$ cat config.mk
export PLATFORM = sky130hd
export DESIGN_NAME = exu_dispatch_queue
export DESIGN_NICKNAME = d
export VERILOG_FILES = /design/src/rtl/exu_dispatch_queue.sv
export SDC_FILE = /design/constraint.sdc
export NUM_CORES = 1
export LEC_CHECK = 0
export CAP_MARGIN = 30
export CORE_MARGIN = 2
export CORE_UTILIZATION = 57
export CTS_CLUSTER_SIZE = 24
export DETAILED_ROUTE_END_ITERATION = 10
export DONT_BUFFER_PORTS = 1
export PLACE_DENSITY = 0.73
export SYNTH_ARGS = -nofsm -noshare
export SYNTH_HDL_FRONTEND = slang
export SYNTH_SLANG_ARGS = --single-unit
$ cat constraint.sdc
create_clock -name clk -period 4.9 [get_ports clk]
set_input_delay 1.225 -clock clk [delete_from_list [all_inputs] [get_ports clk]]
set_output_delay 1.225 -clock clk [all_outputs]
set_load 0.01 [all_outputs]
$ cat src/rtl/exu_dispatch_queue.sv
// In-order dispatch FIFO between decode and execute; the head entry is routed to one channel by its group code.
// Optional same-cycle bypass of an empty queue is enabled by defining EXU_DISP_BYPASS_EN.
module exu_dispatch_queue #(
  parameter int XLEN   = 32,
  parameter int DEPTH  = 4,
  parameter int NUM_CH = 6,
  parameter int GRP_W  = 3,
  parameter int INFO_W = 24
) (
  input  logic                         clk,
  input  logic                         rst,
  input  logic                         in_valid_i,
  output logic                         in_ready_o,
  input  logic [GRP_W-1:0]             in_grp_i,
  input  logic [INFO_W-1:0]            in_info_i,
  input  logic [XLEN-1:0]              in_op1_i,
  input  logic [XLEN-1:0]              in_op2_i,
  input  logic [XLEN-1:0]              in_pc_i,
  input  logic [4:0]                   in_rd_i,
  input  logic                         flush_i,
  output logic [NUM_CH-1:0]            out_valid_o,
  input  logic [NUM_CH-1:0]            out_ready_i,
  output logic [INFO_W-1:0]            out_info_o,
  output logic [XLEN-1:0]              out_op1_o,
  output logic [XLEN-1:0]              out_op2_o,
  output logic [XLEN-1:0]              out_pc_o,
  output logic [4:0]                   out_rd_o,
  output logic                         illegal_o,
  output logic [$clog2(DEPTH+1)-1:0]   count_o,
  output logic                         empty_o,
  output logic                         full_o
);

  localparam int PTR_W = $clog2(DEPTH);
  localparam int CNT_W = $clog2(DEPTH+1);
  localparam logic [GRP_W:0]   NUM_CH_G = (GRP_W+1)'(NUM_CH);
  localparam logic [CNT_W-1:0] DEPTH_C  = CNT_W'(DEPTH);

  logic [GRP_W-1:0]  grp_mem  [DEPTH];
  logic [INFO_W-1:0] info_mem [DEPTH];
  logic [XLEN-1:0]   op1_mem  [DEPTH];
  logic [XLEN-1:0]   op2_mem  [DEPTH];
  logic [XLEN-1:0]   pc_mem   [DEPTH];
  logic [4:0]        rd_mem   [DEPTH];

  logic [PTR_W-1:0] wr_ptr_reg, wr_ptr_next;
  logic [PTR_W-1:0] rd_ptr_reg, rd_ptr_next;
  logic [CNT_W-1:0] count_reg, count_next;

  logic              active, byp, sel_valid, sel_legal, issue, fire, pop, enq, wr_en, rd_en;
  logic [GRP_W-1:0]  sel_grp;
  logic [INFO_W-1:0] sel_info;
  logic [XLEN-1:0]   sel_op1, sel_op2, sel_pc;
  logic [4:0]        sel_rd;

  assign empty_o    = (count_reg == '0);
  assign full_o     = (count_reg == DEPTH_C);
  assign in_ready_o = !full_o;
  assign count_o    = count_reg;

  // Nothing is presented while the queue is being reset or flushed.
  assign active = rst && !flush_i;

`ifdef EXU_DISP_BYPASS_EN
  assign byp = empty_o && in_valid_i;
`else
  assign byp = 1'b0;
`endif

  always_comb begin
    sel_grp  = grp_mem[rd_ptr_reg];
    sel_info = info_mem[rd_ptr_reg];
    sel_op1  = op1_mem[rd_ptr_reg];
    sel_op2  = op2_mem[rd_ptr_reg];
    sel_pc   = pc_mem[rd_ptr_reg];
    sel_rd   = rd_mem[rd_ptr_reg];
    if (byp) begin
      sel_grp  = in_grp_i;
      sel_info = in_info_i;
      sel_op1  = in_op1_i;
      sel_op2  = in_op2_i;
      sel_pc   = in_pc_i;
      sel_rd   = in_rd_i;
    end
  end

  assign sel_valid = active && (!empty_o || byp);
  assign sel_legal = ({1'b0, sel_grp} < NUM_CH_G);

  generate
    for (genvar gi = 0; gi < NUM_CH; gi++) begin : g_route
      assign out_valid_o[gi] = sel_valid && sel_legal && (sel_grp == GRP_W'(gi));
    end
  endgenerate

  assign issue     = |out_valid_o;
  assign fire      = |(out_valid_o & out_ready_i);
  assign illegal_o = sel_valid && !sel_legal;
  assign pop       = fire || illegal_o;

  assign out_info_o = issue ? sel_info : '0;
  assign out_op1_o  = issue ? sel_op1  : '0;
  assign out_op2_o  = issue ? sel_op2  : '0;
  assign out_pc_o   = issue ? sel_pc   : '0;
  assign out_rd_o   = issue ? sel_rd   : '0;

  // A bypassed entry that is consumed immediately never touches storage.
  assign enq   = rst && in_valid_i && in_ready_o && !flush_i;
  assign wr_en = enq && !(byp && pop);
  assign rd_en = pop && !byp;

  always_comb begin
    wr_ptr_next = wr_en ? wr_ptr_reg + PTR_W'(1) : wr_ptr_reg;
    rd_ptr_next = rd_en ? rd_ptr_reg + PTR_W'(1) : rd_ptr_reg;
    count_next  = count_reg + CNT_W'(wr_en) - CNT_W'(rd_en);
  end

  always_ff @(posedge clk) begin
    if (!rst || flush_i) begin
      wr_ptr_reg <= '0;
      rd_ptr_reg <= '0;
      count_reg  <= '0;
    end else begin
      wr_ptr_reg <= wr_ptr_next;
      rd_ptr_reg <= rd_ptr_next;
      count_reg  <= count_next;
    end
  end

  always_ff @(posedge clk) begin
    if (wr_en) begin
      grp_mem[wr_ptr_reg]  <= in_grp_i;
      info_mem[wr_ptr_reg] <= in_info_i;
      op1_mem[wr_ptr_reg]  <= in_op1_i;
      op2_mem[wr_ptr_reg]  <= in_op2_i;
      pc_mem[wr_ptr_reg]   <= in_pc_i;
      rd_mem[wr_ptr_reg]   <= in_rd_i;
    end
  end

endmodule

==> impl_metrics.tcl, run 1 <==
set metrics [dict create \
    synth.avg_cell_area_um2 22.2 \
    yosys-top-cells-area "edfxtp_1 77%, mux4_2 14%, and3_1 4.0%" \
    vias 8655 \
    finalCriticalPeriod_ns 4.23 \
    hold_viol 0 \
    crit_arrival_ns 3.00 \
    antenna_found_initial 0 \
    wl_per_cell_um 26.2 \
    grt_first_pass_wirelength_mm 54.5 \
    pwr_density_cell_mw_per_mm2 397 \
    synth_common_cells "512 x edfxtp_1, 127 x mux4_2, 126 x and3_1" \
    cts-buffers-inserted 51 \
    final_util 0.639 \
    path_max_fanout 52 \
    die_h_um 191 \
    grt_pass1_vias 8970 \
    max_slew_margin 0.419 \
    ys_warn_count 0 \
    clkLatencyLatePin_ns 0.57 \
    grt_overflow_total 0 \
    cpMaxStageDelayCell "dfxtp_4" \
    max_freq_ghz 0.237 \
    via_per_inst 6.16 \
    setup_tns_ns 0 \
    drv_slew 0 \
    ys_seq_elements 521 \
    clk_path_buf_depth 3 \
    clkSinkCount 521 \
    worstSetupPathType "reg -> out" \
    crit_path_cell_trace "mux4_1 -> nand2_4 -> buf_4 -> and3_1" \
    yosys_most_used_dff "edfxtp_1" \
    skew_ns 0.0237 \
    cts_tree "done" \
    rsz0062_at_grt "false" \
    grt.total_usage 0.203 \
    dr.pass1.iters 4 \
    yosysMostFrequentCell "edfxtp_1" \
    hold_class "reg -> reg" \
    final_nets 1053 \
    cts_root_buf "clkbuf_16" \
    ir_drop_mv 0.364 \
    ctsHoldBuffers 0 \
    cp-start-kind "flip-flop" \
    critPathMaxStageDelay_ns 0.60 \
    yosys.area.top_type "edfxtp_1" \
    path_clk_slew_ns 0.06 \
    power.leakage_nw 7.17 \
    ctsHtreeMaxLevel 2 \
    cts_resized 0 \
    finalCritPeriodShare 0.862 \
    grt_max_degree 91 \
    n_fill_cell 2255 \
    design_area_mm2 0.0220 \
    wirelength_mm 36.9 \
    netlist_instances 894 \
    syn_to_final_growth_pct 10.9 \
    coreArea_mm2 0.0345 \
    status "completed" \
    hpwl_mm 21.2 \
    reg.largest.list "op1_mem x128, op2_mem x128, pc_mem x128" \
    critPathRequiredTime_ns 3.67 \
    place_area_mm2 0.0204 \
    drt_iter0_drc 542 \
    drc 0 \
    maxCapViolations 0 \
    synthArstFlopShare 0 \
    netlist_area_mm2 0.0199 \
    drive_above_1_share 0.235 \
    yosysTopAreaCellShare 0.774 \
    start_util 0.577 \
    endpoint_kind "primary output" \
    ys_types 30 \
    final_antenna_net_count 0 \
    ios 276 \
    io_buffers 0 \
    synth-edff-count 512 \
    synthesis.nets 1039 \
    setup_viol 0 \
    die-area_mm2 0.0364 \
    die_width_um 191 \
    ys_seq_area_frac 0.783 \
    num_rows 68 \
    worstMarginPinSlew_ns 0.864 \
    place.gp.congestion 0.731 \
    post_cts_buffers 0 \
]
-- where the power goes --
part | internal, mW | switching [mW]
registers | 4.95 | 0.0109
logic | 0.0543 | 0.0784
clock network | 2.11 | 1.54
-- layer usage --
layer,track usage,vias to the layer above,share of wire
li1,-,3768,-
met4,0.0561,0,0.018
met5,0,-,0
met2,0.336,299,0.51
met1,0.266,4538,0.39
met3,0.0589,50,0.077
-- path summary, 6_finish.rpt --
path                            cells after the start           end  slack (ns)          start
worst min-delay path                                1     flip-flop        0.45  rd_ptr_reg[1]
worst max register to register                     12    count_o[2]        1.12      flip-flop
worst min register to register                      1     flip-flop        0.45  rd_ptr_reg[1]
worst max-delay path                                4  out_op2_o[0]        0.67      flip-flop
-- cells in the final DEF, fill, tap and decap left out, types with 2 or more instances in the layout --
cell,netlist,routed
edfxtp_1,512,512
mux4_2,127,127
and3_1,126,126
clkbuf_16,0,52
clkbuf_1,42,14
clkinv_1,0,13
buf_4,0,11
clkinv_2,0,9
nand2_1,8,8
inv_1,7,7
dfxtp_1,9,7
nor2_1,7,6
ha_1,6,6
buf_12,0,6
nor3_1,5,5
and2_4,0,4
nand3_1,3,3
xnor2_1,3,3
mux2i_1,3,3
bufinv_16,0,3
nand3b_1,2,2
or3b_1,2,2
a21oi_1,2,2
and2_1,6,2
dfxtp_4,0,2
-- cell type report --
class                      instances  area (µm²)  area share
antenna                            1        2.50    0.000114
clock buffer                      66        1350      0.0615
clock inverter                    29         225      0.0102
inverter                           8        30.0     0.00136
multi-input combinational        309        4080       0.185
sequential                       521       15600       0.707
tap                              455         569      0.0258
timing repair buffer              17         203     0.00920
-- critical path, delay by kind of cell, from the launching register on --
kind | cells | cell delay (ns)
simple gates | 2 | 0.77
buf+inv | 1 | 0.46
mux | 1 | 0.58
flops | 1 | 0.60
-- metrics by stage --
step	hold slack (ns)	instances	worst slack [ns]	power (mW)
floorplan	0.427	894	1.23	5.14
CTS	0.458	1405	0.611	8.82
finish	0.454	1406	0.674	8.74
global placement	0.435	1310	1.19	5.18
detailed placement	0.440	1310	1.04	5.19
global route	0.484	1405	0.479	9.00
-- cell families (layout without fill, tap and decap cells) --
logic type	Yosys count	count (layout)	share of synthesized area
DFF	521	521	0.783
and+or+nand+nor	163	163	0.0493
muxes	131	131	0.147
buffers and inverters	64	120	0.0128
adders and majority gates	7	7	0.00479
AOI/OAI and AO/OA	5	5	0.00189
xor gates and xnor gates	3	3	0.00132
other	0	1	0
Power figures use the tool's default switching activity.
==> run 2: changes to the inputs <==
ABC_AREA = 1   (was default)
==> run 2 against run 1 <==
Cell count increased by 49%. Global-route usage is 2.8 points higher. Wire length grew 19%. First-iteration DRC count grew 89%. Utilization fell by 0.39 points. Combinational power is 15% lower. Clock skew grew 0.0086 ns. Cell area increased by 2.1%. Non-clock buffer count rose by 2. Sequential power barely moved. Largest cell class unchanged. Highest routed layer is now met5.
==> impl_metrics.tcl, run 2 <==
set metrics [dict create \
    antenna-diode-count 0 \
    synth-edff-count 512 \
    ctsHtreeMaxLevel 2 \
    drc 0 \
    place.gp.congestion 0.785 \
    status "completed" \
    max_slew_margin 0.391 \
    seqCellArea_mm2 0.0156 \
    yosysTopAreaCellShare 0.755 \
    place_inst 2002 \
    io_buffers 0 \
    ys_types 25 \
    synthesis.nets 1765 \
    coreArea_mm2 0.0354 \
    grt_first_pass_wirelength_mm 65.0 \
    reg.largest.list "op1_mem x128, op2_mem x128, pc_mem x128" \
    vias 12100 \
    hold_ws_ns 0.521 \
    cp-start-kind "flip-flop" \
    rsz0062_at_grt "false" \
    cts-buffers-inserted 51 \
    endpoint_kind "primary output" \
    syn_to_final_growth_pct 10.4 \
    clkSinkCount 521 \
    critPathMaxStageDelay_ns 0.60 \
    finalCriticalPeriod_ns 4.33 \
    final_util 0.635 \
    drt_iter0_drc 1022 \
    hold_class "reg -> reg" \
    ys_warn_count 0 \
    die-area_mm2 0.0373 \
    final_nets 1739 \
    finalCritPeriodShare 0.883 \
    skew_ns 0.0323 \
    start_util 0.575 \
    cts_tree "done" \
    crit_arrival_ns 3.10 \
    wl_per_cell_um 21.0 \
    ios 276 \
    antenna_found_initial 1 \
    die_h_um 193 \
    path_clk_slew_ns 0.06 \
    worstMarginPinSlew_ns 0.913 \
    yosysMostFrequentCell "nor2_1" \
    cts_root_buf "clkbuf_16" \
    clkLatencyLatePin_ns 0.59 \
    reg2reg_slack_ns 1.38 \
    ys_seq_area_frac 0.764 \
    max_freq_ghz 0.231 \
    dr.pass1.iters 5 \
    setup_viol 0 \
    ys_seq_elements 521 \
    yosys.area.top_type "edfxtp_1" \
    drv_slew 0 \
    clk_path_buf_depth 3 \
    pwr_density_cell_mw_per_mm2 397 \
    worstSetupPathType "reg -> out" \
    yosys-top-cells-area "edfxtp_1 75%, nor2_1 9.6%, o21ai_0 5.3%" \
    mostFrequentLayoutCell "nor2_1" \
    grt_overflow_total 0 \
    hpwl_mm 25.0 \
    hold_viol 0 \
    wirelength_mm 43.9 \
    critPathRequiredTime_ns 3.67 \
    power.leakage_nw 7.48 \
    grt.total_usage 0.231 \
    netlist_area_mm2 0.0204 \
    synthArstFlopShare 0 \
    die_width_um 193 \
    grt_pass1_vias 11700 \
    netlist_instances 1620 \
    maxCapViolations 0 \
    ir_drop_mv 0.341 \
    mostFrequentLayoutCells "519 x nor2_1, 512 x edfxtp_1, 216 x o21ai_0, 127 x a21oi_1, 51 x clkbuf_16" \
    yosys_most_used_dff "edfxtp_1" \
    synth_common_cells "523 x nor2_1, 512 x edfxtp_1, 216 x o21ai_0" \
    cpMaxStageDelayCell "inv_6" \
    path_max_fanout 125 \
    num_rows 69 \
    ctsHoldBuffers 0 \
    final_antenna_net_count 0 \
    drive_above_1_share 0.0655 \
    via_per_inst 5.79 \
    cts_resized 0 \
    crit_top_cell "nand2_1" \
    final_cells 2095 \
    multi_input_area_mm2 0.00431 \
    crit_path_cell_trace "inv_6 -> nand2_1 -> nand3_1 -> nand2_1 -> o21bai_4 -> buf_12 -> a21oi_1" \
    grt_max_degree 127 \
    post_cts_buffers 0 \
    n_fill_cell 2533 \
    synth.avg_cell_area_um2 12.6 \
]
## run 2: changes by cell type after synthesis, sizes merged, moves of 41 or more
cell   change
and3     -126
mux4     -128
buf       +41
a21oi    +124
o21ai    +252
nor2     +519
## run 2: per-stage QoR
stage	setup TNS (ns)	total power, mW	area [µm²]	worst slack (ns)
global placement	0	5.17	20800	1.02
detailed placement	0	5.17	20800	0.986
finish	0	8.93	22500	0.573
CTS	0	8.99	22500	0.510
floorplan	-299.41	5.14	20400	-0.585
global route	0	9.18	22500	0.328
## run 2: path summary, 6_finish.rpt
kind	from	end	cells past startpoint
max	flip-flop	out_pc_o[13]	7
min reg2reg	rd_ptr_reg[1]	flip-flop	2
max reg2reg	flip-flop	count_o[2]	16
min	rd_ptr_reg[1]	flip-flop	2
## run 2: logic make-up after synthesis
| kind of cell | after synthesis | synth area share |
|---|---|---|
| and+or+nand+nor | 584 | 0.110 |
| DFF | 521 | 0.764 |
| AOI/OAI and AO/OA | 381 | 0.0939 |
| buffers and inverters | 124 | 0.0270 |
| adders and majority gates | 7 | 0.00467 |
| xor gates and xnor gates | 3 | 0.00129 |
## run 2: layout make-up
class                   instances  area share
flip-flops and latches        521       0.692
multi-input cells             975       0.191
clock buffers                  66      0.0610
well taps                     461      0.0257
clock inverters                27      0.0127
repair buffers                 19      0.0122
inverters                      26     0.00467
## run 2: power by group
part	switching (mW)	total, mW	internal [mW]
Combinational	0.0848	0.113	0.0284
Sequential	0.0123	4.96	4.95
Clock	1.57	3.85	2.29
## run 2: critical path, delay by kind of cell (launching register included)
family                 cells  cell delay (ns)
DFF                        1             0.52
AOI/OAI and AO/OA          2             0.41
and+or+nand+nor            3             0.45
buffers and inverters      2             1.03
## run 2: per-layer routing
metal  vias to the layer above  global-route usage  wire, µm
met1                      5856               0.294     16800
li1                       5667                   -         -
met5                         -                   0        18
met4                         2              0.0804      1280
met3                        88              0.0822      4640
met2                       523               0.371     21200
